`config.mk`:
```
export PLATFORM = sky130hd
export DESIGN_NAME = multiword_add_sequencer
export DESIGN_NICKNAME = d
export VERILOG_FILES = /design/src/rtl/multiword_add_sequencer.sv
export SDC_FILE = /design/constraint.sdc
export NUM_CORES = 1
export LEC_CHECK = 0
export BUFFER_PORTS_ARGS = -buffer_cell sky130_fd_sc_hd__buf_2
export CORE_MARGIN = 2
export CORE_UTILIZATION = 50
export DETAILED_ROUTE_END_ITERATION = 6
export PLACE_DENSITY = 0.75
export SYNTH_ARGS = -nofsm -noshare
export SYNTH_HDL_FRONTEND = slang
export SYNTH_SLANG_ARGS = --single-unit
export TNS_END_PERCENT = 100
```
`constraint.sdc`:
```
create_clock -name Clk_i -period 15.5 [get_ports Clk_i]
set_clock_uncertainty 0.2 [all_clocks]
set_input_delay 1.55 -clock Clk_i [delete_from_list [all_inputs] [get_ports Clk_i]]
set_output_delay 1.55 -clock Clk_i [all_outputs]
set_load 0.005 [all_outputs]
```
`src/rtl/multiword_add_sequencer.sv`:
```
// Multi-precision add/subtract engine: one WIDTH-bit carry-lookahead adder is
// reused across WORDS cycles, least-significant word first, with a carry register.

module cla_adder #(
  parameter int WIDTH = 32
) (
  input  logic [WIDTH-1:0] a_i,
  input  logic [WIDTH-1:0] b_i,
  input  logic             c_i,
  output logic [WIDTH-1:0] sum_o,
  output logic             c_o
);

  logic [WIDTH-1:0] gen;
  logic [WIDTH-1:0] prop;
  logic [WIDTH:0]   carry;
  logic             c_acc;
  logic             p_acc;

  // Each carry is the flat lookahead sum of generate terms gated by the
  // propagates above them, so no carry depends on a neighbouring carry.
  always_comb begin
    gen      = a_i & b_i;
    prop     = a_i ^ b_i;
    carry    = '0;
    carry[0] = c_i;
    c_acc    = 1'b0;
    p_acc    = 1'b0;
    for (int i = 0; i < WIDTH; i++) begin
      c_acc = gen[i];
      p_acc = prop[i];
      for (int j = i - 1; j >= 0; j--) begin
        c_acc = c_acc | (p_acc & gen[j]);
        p_acc = p_acc & prop[j];
      end
      carry[i+1] = c_acc | (p_acc & c_i);
    end
  end

  assign sum_o = prop ^ carry[WIDTH-1:0];
  assign c_o   = carry[WIDTH];

endmodule

module multiword_add_sequencer #(
  parameter int WIDTH = 32,
  parameter int WORDS = 4
) (
  input  logic                   Clk_i,
  input  logic                   Rst_ni,
  input  logic                   Start_i,
  input  logic                   Sub_i,
  input  logic                   Carry_i,
  input  logic [WIDTH*WORDS-1:0] Number1_i,
  input  logic [WIDTH*WORDS-1:0] Number2_i,
  output logic                   Ready_o,
  output logic                   Done_o,
  output logic [WIDTH*WORDS-1:0] Result_o,
  output logic                   Carry_o,
  output logic                   Overflow_o
);

  localparam int N     = WIDTH * WORDS;
  localparam int IDX_W = (WORDS > 1) ? $clog2(WORDS) : 1;
  localparam logic [IDX_W-1:0] LAST_IDX = IDX_W'(WORDS - 1);

  typedef enum logic [1:0] {
    IDLE,
    RUN,
    DONE
  } state_e;

  state_e           state_q, state_d;
  logic [IDX_W-1:0] idx_q, idx_d;
  logic             carry_q, carry_d;
  logic [N-1:0]     result_q, result_d;
  logic             carry_out_q, carry_out_d;
  logic             overflow_q, overflow_d;
  logic [N-1:0]     op_a_q, op_a_d;
  logic [N-1:0]     op_b_q, op_b_d;

  logic [WIDTH-1:0] word_a;
  logic [WIDTH-1:0] word_b;
  logic [WIDTH-1:0] word_sum;
  logic             word_co;

  assign word_a = op_a_q[idx_q*WIDTH +: WIDTH];
  assign word_b = op_b_q[idx_q*WIDTH +: WIDTH];

  cla_adder #(
    .WIDTH (WIDTH)
  ) u_adder (
    .a_i   (word_a),
    .b_i   (word_b),
    .c_i   (carry_q),
    .sum_o (word_sum),
    .c_o   (word_co)
  );

  always_comb begin
    // NOTE: every signal gets its hold value first so no path through the case infers a latch.
    state_d     = state_q;
    idx_d       = idx_q;
    carry_d     = carry_q;
    result_d    = result_q;
    carry_out_d = carry_out_q;
    overflow_d  = overflow_q;
    op_a_d      = op_a_q;
    op_b_d      = op_b_q;

    unique case (state_q)
      IDLE: begin
        if (Start_i) begin
          op_a_d  = Number1_i;
          op_b_d  = Sub_i ? ~Number2_i : Number2_i;
          // Subtract is A + ~B + 1, so the forced carry-in replaces Carry_i.
          carry_d = Sub_i | Carry_i;
          idx_d   = '0;
          state_d = RUN;
        end
      end
      RUN: begin
        result_d[idx_q*WIDTH +: WIDTH] = word_sum;
        carry_d = word_co;
        if (idx_q == LAST_IDX) begin
          carry_out_d = word_co;
          overflow_d  = (op_a_q[N-1] == op_b_q[N-1]) && (word_sum[WIDTH-1] != op_a_q[N-1]);
          state_d     = DONE;
        end else begin
          idx_d = idx_q + IDX_W'(1);
        end
      end
      DONE:    state_d = IDLE;
      default: state_d = IDLE;
    endcase
  end

  always_ff @(posedge Clk_i or negedge Rst_ni) begin
    if (!Rst_ni) begin
      state_q     <= IDLE;
      idx_q       <= '0;
      carry_q     <= 1'b0;
      result_q    <= '0;
      carry_out_q <= 1'b0;
      overflow_q  <= 1'b0;
    end else begin
      // NOTE: non-blocking assignments so every flop samples pre-edge values.
      state_q     <= state_d;
      idx_q       <= idx_d;
      carry_q     <= carry_d;
      result_q    <= result_d;
      carry_out_q <= carry_out_d;
      overflow_q  <= overflow_d;
    end
  end

  // NOTE: operand registers are always loaded before use, so they carry no reset.
  always_ff @(posedge Clk_i) begin
    op_a_q <= op_a_d;
    op_b_q <= op_b_d;
  end

  assign Ready_o    = (state_q == IDLE);
  assign Done_o     = (state_q == DONE);
  assign Result_o   = result_q;
  assign Carry_o    = carry_out_q;
  assign Overflow_o = overflow_q;

endmodule

```
==> metrics.yaml, run 1 <==
drt:
  vias_per_cell: 5.52
  routed_wl_um: 41400
  dr.pass1.iters: 5
  vias: 10400
  drc: 0
  dr.first_iter.drc_count: 756
  wl_per_cell_um: 21.9
  ant_nets: 0
cells_and_area:
  fin_cells: 1885
  fin_nets: 1708
  area_delta_synth_final_pct: 21.8
  layout-drive-gt1-share_pct: 37.4
floorplan:
  chipWidth_um: 187
  io_pins: 393
  fp.coreArea_um2: 32700
  start_util_pct: 51.0
  die_h_um: 187
  num_rows: 66
  dieArea_um2: 34900
placed_design:
  placedCellCount: 1807
  hpwl_um: 29500
  portBuffers: 392
  gp_congestion: 0.810
sta:
  timing.final.crit_period_ns: 5.20
  setup_violations: 0
  rsz0062_at_grt: "false"
  setup_tns_ns: 0
  min_period_over_period_pct: 33.5
  fmax_mhz: 192
  hold_viol_final: 0
  max_slew_margin_pct: 27.2
  finalMaxSlewViolations: 0
  max_slew.worst_pin.slew_ns: 1.09
critical_path:
  required_ns: 15.75
  cp.arrival_ns: 5.45
  crit_fanout: 45
  crit_path_start_kind: "register"
  endpoint_kind: "register"
  critPathKind: "register to register"
  startpoint: "idx_q[0]"
  reg2reg_from: "idx_q[0]"
hold_path:
  min_path_type: "register to register"
  min-delay-start: "Result_o[65]"
power:
  powerDensity_nw_per_um2: 220
  finalPower_mw: 4.47
  leakagePower_nw: 8.71
  irDropWorstVdd_mv: 0.108
logic_synthesis:
  synth_edf_count: 256
  netlist_area_um2: 16700
  synth_flop_cell: "edfxtp_1"
  yosysWarnings: 0
  ys_types: 56
  async_flop_share_pct: 34.5
  synth-seq-cells: 391
  syn_area_per_cell_um2: 16.5
  synth_seq_area_share_pct: 66.3
  synth_nets: 1314
  syn_inst: 1014
cts:
  insertion_delay_ns: 0.53
  clk_pin_slew_ns: 0.06
  cts_tree: "yes"
  numClockSinks: 391
  ctsHtreeMaxLevel: 2
  cts-resized-gates: 0
  numCtsBuffers: 41
  root_buffer: "clkbuf_16"
  holdBufCountCts: 0
  postCtsSetupRepairBufs: 0
  clock_path_buffers: 3
global_routing:
  grt_pass1_wl_um: 63400
  grt_antenna_before_repair: 12
  grt_max_degree: 190
  track_usage_pct: 23.7
  grt_pass1_vias: 10800
  grt-ovfl-total: 0
status:
  status: "complete, no violations"
run:
  cap_violations: 0
-- synth_stat cells, types with 3 or more instances --
cell type / instances / area, um^2
edfxtp_1: 256 / 7690
and3_1: 3 / 18.8
o21a_1: 6 / 45.0
clkbuf_1: 33 / 124
mux4_2: 64 / 1440
nor3_1: 14 / 70.1
nor2_1: 29 / 109
a21o_1: 7 / 52.6
o21ai_0: 15 / 75.1
nand2_1: 34 / 128
nor2b_1: 5 / 31.3
o31ai_1: 4 / 30.0
a31oi_1: 6 / 37.5
nand4_1: 4 / 25.0
ha_1: 38 / 475
xnor2_1: 16 / 140
buf_1: 16 / 60.1
a21oi_1: 13 / 65.1
buf_2: 5 / 25.0
dfrtp_1: 135 / 3380
a22o_1: 118 / 1030
or3_1: 3 / 18.8
nand3_1: 6 / 30.0
inv_1: 14 / 52.6
xor2_1: 131 / 1150
-- critical path, cell delays in order (launching register included) --
cell and delay, ns:
dfrtp_4 0.76, buf_4 0.79, mux4_2 0.66, ha_1 0.43
nand4_1 0.25, nor3_2 0.28, o2111ai_1 0.31, a31oi_1 0.32
o21a_1 0.23, nor2_1 0.07, xnor2_1 0.54, a22o_1 0.22
-- flip-flops by register name, summed over array words and instances, names as in the netlist --
| name | cells |
|---|---|
| Overflow_o | 1 |
| Carry_o | 1 |
| idx_q | 2 |
| state_q | 2 |
| carry_q | 1 |
| op_a_q | 128 |
| op_b_q | 128 |
| Result_o | 128 |
-- final cells by class --
class / count / area (um^2)
diodes: 9 / 22.5
well taps: 442 / 553
clock inverters: 10 / 70.1
clock buffers: 59 / 1090
repair buffers: 405 / 2080
inverters: 14 / 52.6
multi-input cells: 555 / 5380
fillers: 2489 / 12400
flip-flops and latches: 391 / 11100
-- stage by stage --
step	utilization, %	area (um^2)	hold slack (ns)	worst slack (ns)
global route	62.2	20300	0.293	9.85
finish	62.2	20300	0.276	10.30
CTS	62.1	20300	0.274	10.25
floorplan	-	16700	0.271	6.91
global placement	58.5	19100	0.265	10.28
detailed placement	58.5	19100	0.261	10.26
-- cells by family after synthesis --
kind of cell	count (synthesis)	share of synthesized area [%]
multiplexers	66	8.76
AND/OR/NAND/NOR	106	2.95
AO/OA/AOI/OAI	196	9.64
flip-flops	391	66.3
adder cells (fa/ha/maj)	39	2.97
XOR/XNOR	148	7.81
buffers and inverters	68	1.57
-- power by group --
part           switching [mW]  internal, mW
Combinational            1.19         0.793
Sequential              0.167          1.43
Clock                   0.378         0.503
Total                    1.73          2.73
-- final timing paths --
kind	endpoint	slack, ns	cells after the start
min in group asynchronous	Result_o[27]	0.82	1
setup reg to reg	Result_o[88]	10.30	11
hold reg to reg	Result_o[65]	0.28	2
hold / removal	Result_o[65]	0.28	2
max in group asynchronous	Result_o[10]	12.79	2
setup / recovery	Result_o[88]	10.30	11
-- routing by layer --
layer / part of all wire, % / up-vias / global-route usage (%)
li1: - / 4711 / -
met1: 43 / 5181 / 33.0
met2: 48 / 431 / 38.1
met3: 6.8 / 78 / 4.59
met4: 2.8 / 6 / 7.75
met5: 0.099 / - / 0
-- cell usage in the layout, fill, tap and decap left out, types with 5 or more instances in the layout --
cell and n:
buf_2 390, edfxtp_1 256, dfrtp_1 133, xor2_1 131, a22o_1 118, mux4_2 64
clkbuf_16 41, ha_1 38, nand2_1 34, nor2_1 28, clkbuf_1 18, xnor2_1 16
o21ai_0 15, inv_1 14, a21oi_1 13, buf_4 13, nor3_1 11, diode_2 9
a21o_1 7, nand3_1 6, a31oi_1 6, o21a_1 6, nor2b_1 5, clkinv_2 5
(Power assumes the default switching activity.)
==> run 2, diff against run 1 <==
Settings changed: ABC_AREA from default to 1, PLACE_DENSITY 0.75 to 0.74.
Clock period 15.5 ns to 5.42 ns, I/O delays scaled along.
==> run 2 against run 1 <==
Effect of this change:
- largest cell class unchanged
- critical endpoint is now Result_o[120]
- synthesized cell count is 75% higher
- die area up 9.7%
- routed wire length rose by 31%
- global-route usage rose by 4.4 points
- register-to-register slack worse by 9.1 ns
- highest routed layer is now met4
- sequential power increased to 2.7 times the previous value
- critical path type unchanged
- first-iteration DRC count up 62%
==> metrics.yaml, run 2 <==
critical_path:
  cp.arrival_ns: 4.50  # -0.95 ns
  required_ns: 5.71  # -10.04 ns
  cp.depth: 20  # +9
  rr_worst_depth: 20  # +9
  cpLargestDelayFamily: "simple AND/OR/NAND/NOR gates"
  path_common_cell: "nand2_1"
  slowest_stage: "dfrtp_4"
  crit_path_start_kind: "register"
  cp_num_buf_inv: 3  # +2
  path_cells: "inv_4 > buf_4 > o21ai_0 > o22ai_1 > ha_1 > nand2_2 > inv_1 > nand2_1 > nand2_1 > a21oi_2 > nand2_1 > nand2_1 > nand2_1 > nand2_1 > nand2_1 > nand2_1 > nand3_1 > nor2_1 > nand2_1 > nand2_1"
  critical_path.max_stage_delay_ns: 0.51  # -0.28 ns
  critPathKind: "register to register"
  endpoint_kind: "register"
  crit_fanout: 68  # +51%
cts:
  clock_path_buffers: 3  # unchanged
  numCtsBuffers: 41  # unchanged
  numClockSinks: 391  # unchanged
  clk_pin_slew_ns: 0.07  # about the same
  ctsHtreeMaxLevel: 2  # unchanged
  insertion_delay_ns: 0.57  # +0.04 ns
  cts_tree: "yes"
  cts-resized-gates: 0  # unchanged
  root_buffer: "clkbuf_16"
logic_synthesis:
  ys_types: 49  # -13%
  yosys.area.top_type: "edfxtp_1"
  synth_flop_cell: "edfxtp_1"
  yosysWarnings: 0  # unchanged
  async_flop_share_pct: 34.5  # unchanged
  synth_edf_count: 256  # unchanged
  syn_inst: 1779  # +75%
  synth_area_leaders: "edfxtp_1, dfrtp_1, nand2_1"
  synth_top_area_share_pct: 41.9  # -4.2 points
  synth_most_common_cell: "nand2_1"
  synth-seq-cells: 391  # unchanged
  synth_nets: 2079  # +58%
  synth_seq_area_share_pct: 60.3  # -6.0 points
  netlist_area_um2: 18400  # +9.9%
  synth_common_cells: "nand2_1, edfxtp_1, nor2_1"
  syn_area_per_cell_um2: 10.3  # -37%
placed_design:
  placedCellCount: 2569  # +42%
  portBuffers: 392  # unchanged
  hpwl_um: 36400  # +23%
  placed_area_um2: 20800  # +8.5%
  gp_congestion: 0.922  # +14%
cells_and_area:
  fin_area_um2: 23500  # +15%
  final_common_cell: "buf_2"
  area_delta_synth_final_pct: 27.8
  seq_area_um2: 11100  # about the same
  multi_input_area_um2: 6580  # +22%
  layout-drive-gt1-share_pct: 23.3  # -14 points
  final_cell_mix: "buf_2, nand2_1, edfxtp_1"
  nFillCells: 2831  # +14%
  fin_nets: 2573  # +51%
  fin_cells: 2775  # +47%
global_routing:
  grt-ovfl-total: 0  # unchanged
  track_usage_pct: 28.2  # +4.4 points
  grt_pass1_wl_um: 83400  # +32%
  grt_max_degree: 164  # -14%
  grt_pass1_vias: 15100  # +40%
  grt_antenna_before_repair: 2  # -10
hold_path:
  min_delay_path_depth: 2  # unchanged
  min_path_type: "input pin to register"
status:
  status: "complete, no violations"
power:
  p_seq_share_pct: 27.6  # -8.2 points
  irDropWorstVdd_mv: 0.402  # +270%
  p_clk_share_pct: 18.7  # -1.0 points
  power_frac_comb_pct: 53.7  # +9.3 points
  finalPower_mw: 15.5  # +250%
  p_sw_mw: 7.33  # +320%
  p_int_mw: 8.12  # +200%
  power_switching_share_pct: 47.5  # +8.6 points
  leakagePower_nw: 10.6  # +22%
  powerDensity_nw_per_um2: 659  # +200%
drt:
  dr.pass1.iters: 6  # +1
  dr.first_iter.drc_count: 1227  # +62%
  drc: 0  # unchanged
  routed_wl_um: 54000  # +31%
  vias_per_cell: 5.47  # -0.90%
  wl_per_cell_um: 19.5  # -11%
  ant_nets: 0  # unchanged
  vias: 15200  # +46%
floorplan:
  num_rows: 70  # +6.1%
  io_pins: 393  # unchanged
  die_h_um: 196  # +4.7%
  fp.coreArea_um2: 36300  # +11%
  start_util_pct: 50.5  # -0.56 points
  dieArea_um2: 38200  # +9.7%
  chipWidth_um: 196  # +4.7%
sta:
  max_slew_margin_pct: 38.1  # +11 points
  setup_tns_ns: 0  # unchanged
  fmax_mhz: 238  # +24%
  hold_viol_final: 0  # unchanged
  max_slew.worst_pin.slew_ns: 0.929  # -0.163 ns
  finalMaxSlewViolations: 0  # unchanged
  min_period_over_period_pct: 77.7  # +44 points
  rsz0062_at_grt: "false"
  setup_violations: 0  # unchanged
  timing.final.crit_period_ns: 4.21  # -0.989 ns
run:
  cap_violations: 0  # unchanged
[run 2: cell count changes in the layout (fill, tap and decap cells not counted), sizes merged, moves of 70 or more]
cell / before / now
nand3: 6 / 87
nor2: 29 / 215
inv: 14 / 84
nand2: 34 / 369
a22o: 118 / 16
o21ai: 18 / 197
dlygate4sd3: 0 / 129
[run 2: what timing repair did]
action                                 in CTS  in global routing
setup endpoints to repair                   0                  0
buffers inserted                            0                  0
hold buffers                              129                  0
endpoints found under the hold margin     229                  0
[run 2: cells by family (layout without fill, tap and decap cells)]
kind of cell	Yosys count	after routing	synth area share (%)
flip-flops	391	391	60.3
adder cells (fa/ha/maj)	39	39	2.70
XOR/XNOR	144	144	6.87
buffers and inverters	177	702	3.89
other	0	3	0
AO/OA/AOI/OAI	324	324	9.92
AND/OR/NAND/NOR	704	704	16.3
[run 2: worst paths after layout]
kind / startpoint / endpoint / slack (ns)
setup / recovery: idx_q[0] / Result_o[120] / 1.21
hold / removal: Number2_i[90] / op_b_q[90] / 0.08
setup reg to reg: idx_q[0] / Result_o[120] / 1.21
hold reg to reg: Result_o[108] / Result_o[108] / 0.27
max in group asynchronous: Rst_ni / idx_q[0] / 3.44
min in group asynchronous: Rst_ni / Result_o[99] / 0.49
[run 2: layout make-up]
| cell class | instances | share of cell area (%) |
|---|---|---|
| sequential | 391 | 47.2 |
| multi-input combinational | 1211 | 28.0 |
| timing repair buffer | 545 | 15.0 |
| clock buffer | 56 | 5.08 |
| tap | 468 | 2.50 |
| inverter | 83 | 1.36 |
| clock inverter | 18 | 0.822 |
| antenna | 3 | 0.0320 |
[run 2: metal layers]
metal,wire length [um],share of wire [%],global-route usage [%],vias up
li1,-,-,-,7078
met1,22200,41,37.8,7291
met2,26400,49,47.2,729
met3,4120,7.6,4.04,84
met4,1370,2.5,9.78,0
met5,0,0,0,-
[run 2: metrics by stage]
stage                     utilization, %  setup slack [ns]  hold slack, ns
final                               64.5              1.21          0.0799
after CTS                           64.5              1.31          0.0526
after global placement              57.1              1.41           0.257
after global routing                64.5             0.943          0.0689
after floorplan                        -             0.318          0.0464
after detailed placement            57.1              1.35           0.260
[run 2: power groups by stage]
| stage | logic, mW | registers [mW] | clock network [mW] |
|---|---|---|---|
| 2_1_floorplan | 5.34 | 4.32 | 0 |
| 3_3_place_gp | 8.00 | 4.29 | 0 |
| 6_report | 8.30 | 4.26 | 2.89 |
| 5_1_grt | 9.15 | 4.32 | 3.03 |
| 3_5_place_dp | 8.11 | 4.31 | 0 |
| 4_1_cts | 8.22 | 4.25 | 2.92 |
==> run 3, diff against run 2 <==
Clock period 5.42 ns to 4.15 ns, I/O delays scaled along.
==> run 3 against run 2 <==
Effect of this change:
- sequential power up 32%
- flip-flop and latch count unchanged
- core utilization rose by 3.3 points
- routed wire length increased by 11%
- largest power group unchanged
==> metrics.yaml, run 3 (same netlist as run 2, synthesis figures left out) <==
status:
  status: "complete, no violations"
placed_design:
  placedCellCount: 2578  # +0.35%
  hpwl_um: 37400  # +2.6%
  placed_area_um2: 20800  # +0.35%
  gp_congestion: 0.953  # +3.3%
  portBuffers: 392  # unchanged
sta:
  rsz0062_at_grt: "false"
  min_period_over_period_pct: 90.6  # +13 points
  setup_violations: 0  # unchanged
  max_slew.worst_pin.slew_ns: 1.13  # +0.206 ns
  max_slew_margin_pct: 24.4  # -14 points
  hold_viol_final: 0  # unchanged
  finalMaxSlewViolations: 0  # unchanged
  fmax_mhz: 266  # +12%
  timing.final.crit_period_ns: 3.76  # -0.448 ns
drt:
  vias_per_cell: 5.50  # +0.56%
  vias: 16000  # +5.3%
  dr.pass1.iters: 7  # +1
  dr.first_iter.drc_count: 1355  # +10%
  drc: 0  # unchanged
  wl_per_cell_um: 20.6  # +5.9%
  ant_nets: 0  # unchanged
  routed_wl_um: 59900  # +11%
global_routing:
  grt_pass1_wl_um: 91000  # +9.1%
  use_met1_pct: 40.3  # +2.6 points
  gr-usage-met2_pct: 52.5  # +5.4 points
  grt-ovfl-total: 0  # unchanged
  grt_max_degree: 183  # +12%
  grt_antenna_before_repair: 0  # -2
  track_usage_pct: 31.0  # +2.9 points
  top_usage_layer: "met2"
  grt_util_met3_pct: 5.89  # +1.8 points
  grt_pass1_vias: 16000  # +6.1%
cts:
  numClockSinks: 391  # unchanged
  cts-resized-gates: 0  # unchanged
  root_buffer: "clkbuf_16"
  insertion_delay_ns: 0.55  # -0.02 ns
  clock_path_buffers: 3  # unchanged
  ctsHtreeMaxLevel: 2  # unchanged
  clk_pin_slew_ns: 0.06  # about the same
  postCtsSetupRepairBufs: 0  # unchanged
  numCtsBuffers: 41  # unchanged
  cts_tree: "yes"
floorplan:
  dieArea_um2: 38200  # unchanged
  start_util_pct: 50.5  # unchanged
  fp.coreArea_um2: 36300  # unchanged
  chipWidth_um: 196  # unchanged
  num_rows: 70  # unchanged
  die_h_um: 196  # unchanged
  io_pins: 393  # unchanged
cells_and_area:
  fin_area_um2: 24700  # +5.2%
  layout-drive-gt1-share_pct: 22.3  # -1.0 points
  num_antenna_cells: 0  # -3
  area_delta_synth_final_pct: 34.4
  final_cell_mix: "buf_2, nand2_1, dlygate4sd3_1, edfxtp_1, nor2_1"
  final_common_cell: "buf_2"
  fin_cells: 2907  # +4.8%
  fin_nets: 2709  # +5.3%
power:
  irDropWorstVdd_mv: 0.433  # +7.7%
  p_seq_share_pct: 27.8  # +0.2 points
  power_switching_share_pct: 47.9  # +0.42 points
  finalPower_mw: 20.2  # +31%
  p_sw_mw: 9.69  # +32%
  powerDensity_nw_per_um2: 820  # +24%
  p_int_mw: 10.5  # +30%
  power_frac_comb_pct: 54.8  # +1.1 points
  leakagePower_nw: 11.1  # +4.8%
  p_clk_share_pct: 17.5  # -1.2 points
hold_path:
  min_path_type: "input pin to register"
critical_path:
  endpoint_kind: "register"
  cp.arrival_ns: 4.05  # -0.45 ns
  crit_path_start_kind: "register"
  critPathKind: "register to register"
  required_ns: 4.44  # -1.27 ns
  crit_fanout: 25  # -63%
run:
  cap_violations: 0  # unchanged
## run 3: cell types whose count changed in the layout (fill, tap and decap cells not counted), moves of 3 or more
cell | previous run | this run
clkbuf_1 | 8 | 14
buf_4 | 19 | 28
dlygate4sd3_1 | 129 | 256
diode_2 | 3 | 0
clkbuf_16 | 45 | 42
## run 3: per-layer routing
metal  vias up  wire (um)
met5         -          0
met4         0       1860
met3       121       4970
met2       836      29400
met1      7703      23700
li1       7333          -
## run 3: power groups by stage
| stage | clock network [mW] | logic (mW) | registers [mW] |
|---|---|---|---|
| after floorplan | 0 | 6.98 | 5.65 |
| after global placement | 0 | 10.5 | 5.63 |
| after CTS | 3.54 | 10.9 | 5.58 |
| final | 3.53 | 11.1 | 5.62 |
| after global routing | 3.72 | 12.2 | 5.68 |
| after detailed placement | 0 | 10.6 | 5.65 |
## run 3: worst paths after layout
path	from	end	slack, ns	cells past startpoint
hold reg to reg	Result_o[85]	Result_o[85]	0.28	2
min in group asynchronous	Rst_ni	Result_o[35]	0.30	2
max in group asynchronous	Rst_ni	Result_o[75]	2.56	3
hold / removal	Number2_i[118]	op_b_q[118]	0.04	2
setup / recovery	idx_q[0]	Result_o[56]	0.39	20
setup reg to reg	idx_q[0]	Result_o[56]	0.39	20
## run 3: worst max-delay path: stages (launching register included)
cell,delay (ns)
dfrtp_4,0.51
inv_4,0.22
buf_4,0.35
o21ai_0,0.12
o22ai_1,0.25
ha_1,0.34
nand2_1,0.09
nand2_1,0.11
nand2_1,0.08
nand2_1,0.11
a21oi_2,0.15
nand2_1,0.13
nand2_1,0.08
nand2_1,0.08
nand2_1,0.14
nand2_1,0.09
nand2_1,0.09
nand3_1,0.17
nor2_1,0.22
nand2_1,0.09
nand2_1,0.07
## run 3: stage by stage
stage | hold WS (ns) | setup TNS [ns] | setup slack [ns] | utilization [%]
3_5_place_dp | 0.263 | 0 | 0.436 | 57.3
4_1_cts | 0.0196 | 0 | 0.416 | 67.9
2_1_floorplan | -0.0806 | -197.17 | -0.770 | -
3_3_place_gp | 0.260 | 0 | 0.415 | 57.3
6_report | 0.0375 | 0 | 0.389 | 67.9
5_1_grt | 0.0109 | 0 | 0.113 | 67.9
## run 3: cell type report
type | count | area, um^2
clock buffer | 59 | 1140
clock inverter | 14 | 120
fill | 2580 | 11700
inverter | 83 | 318
multi-input combinational | 1211 | 6580
sequential | 391 | 11100
tap | 468 | 586
timing repair buffer | 681 | 4850
## run 3: timing repair
item | 4_1_cts | 5_1_grt
hold buffers | 256 | 0
endpoints found under the setup margin | 0 | 0
hold endpoints to repair | 338 | 0
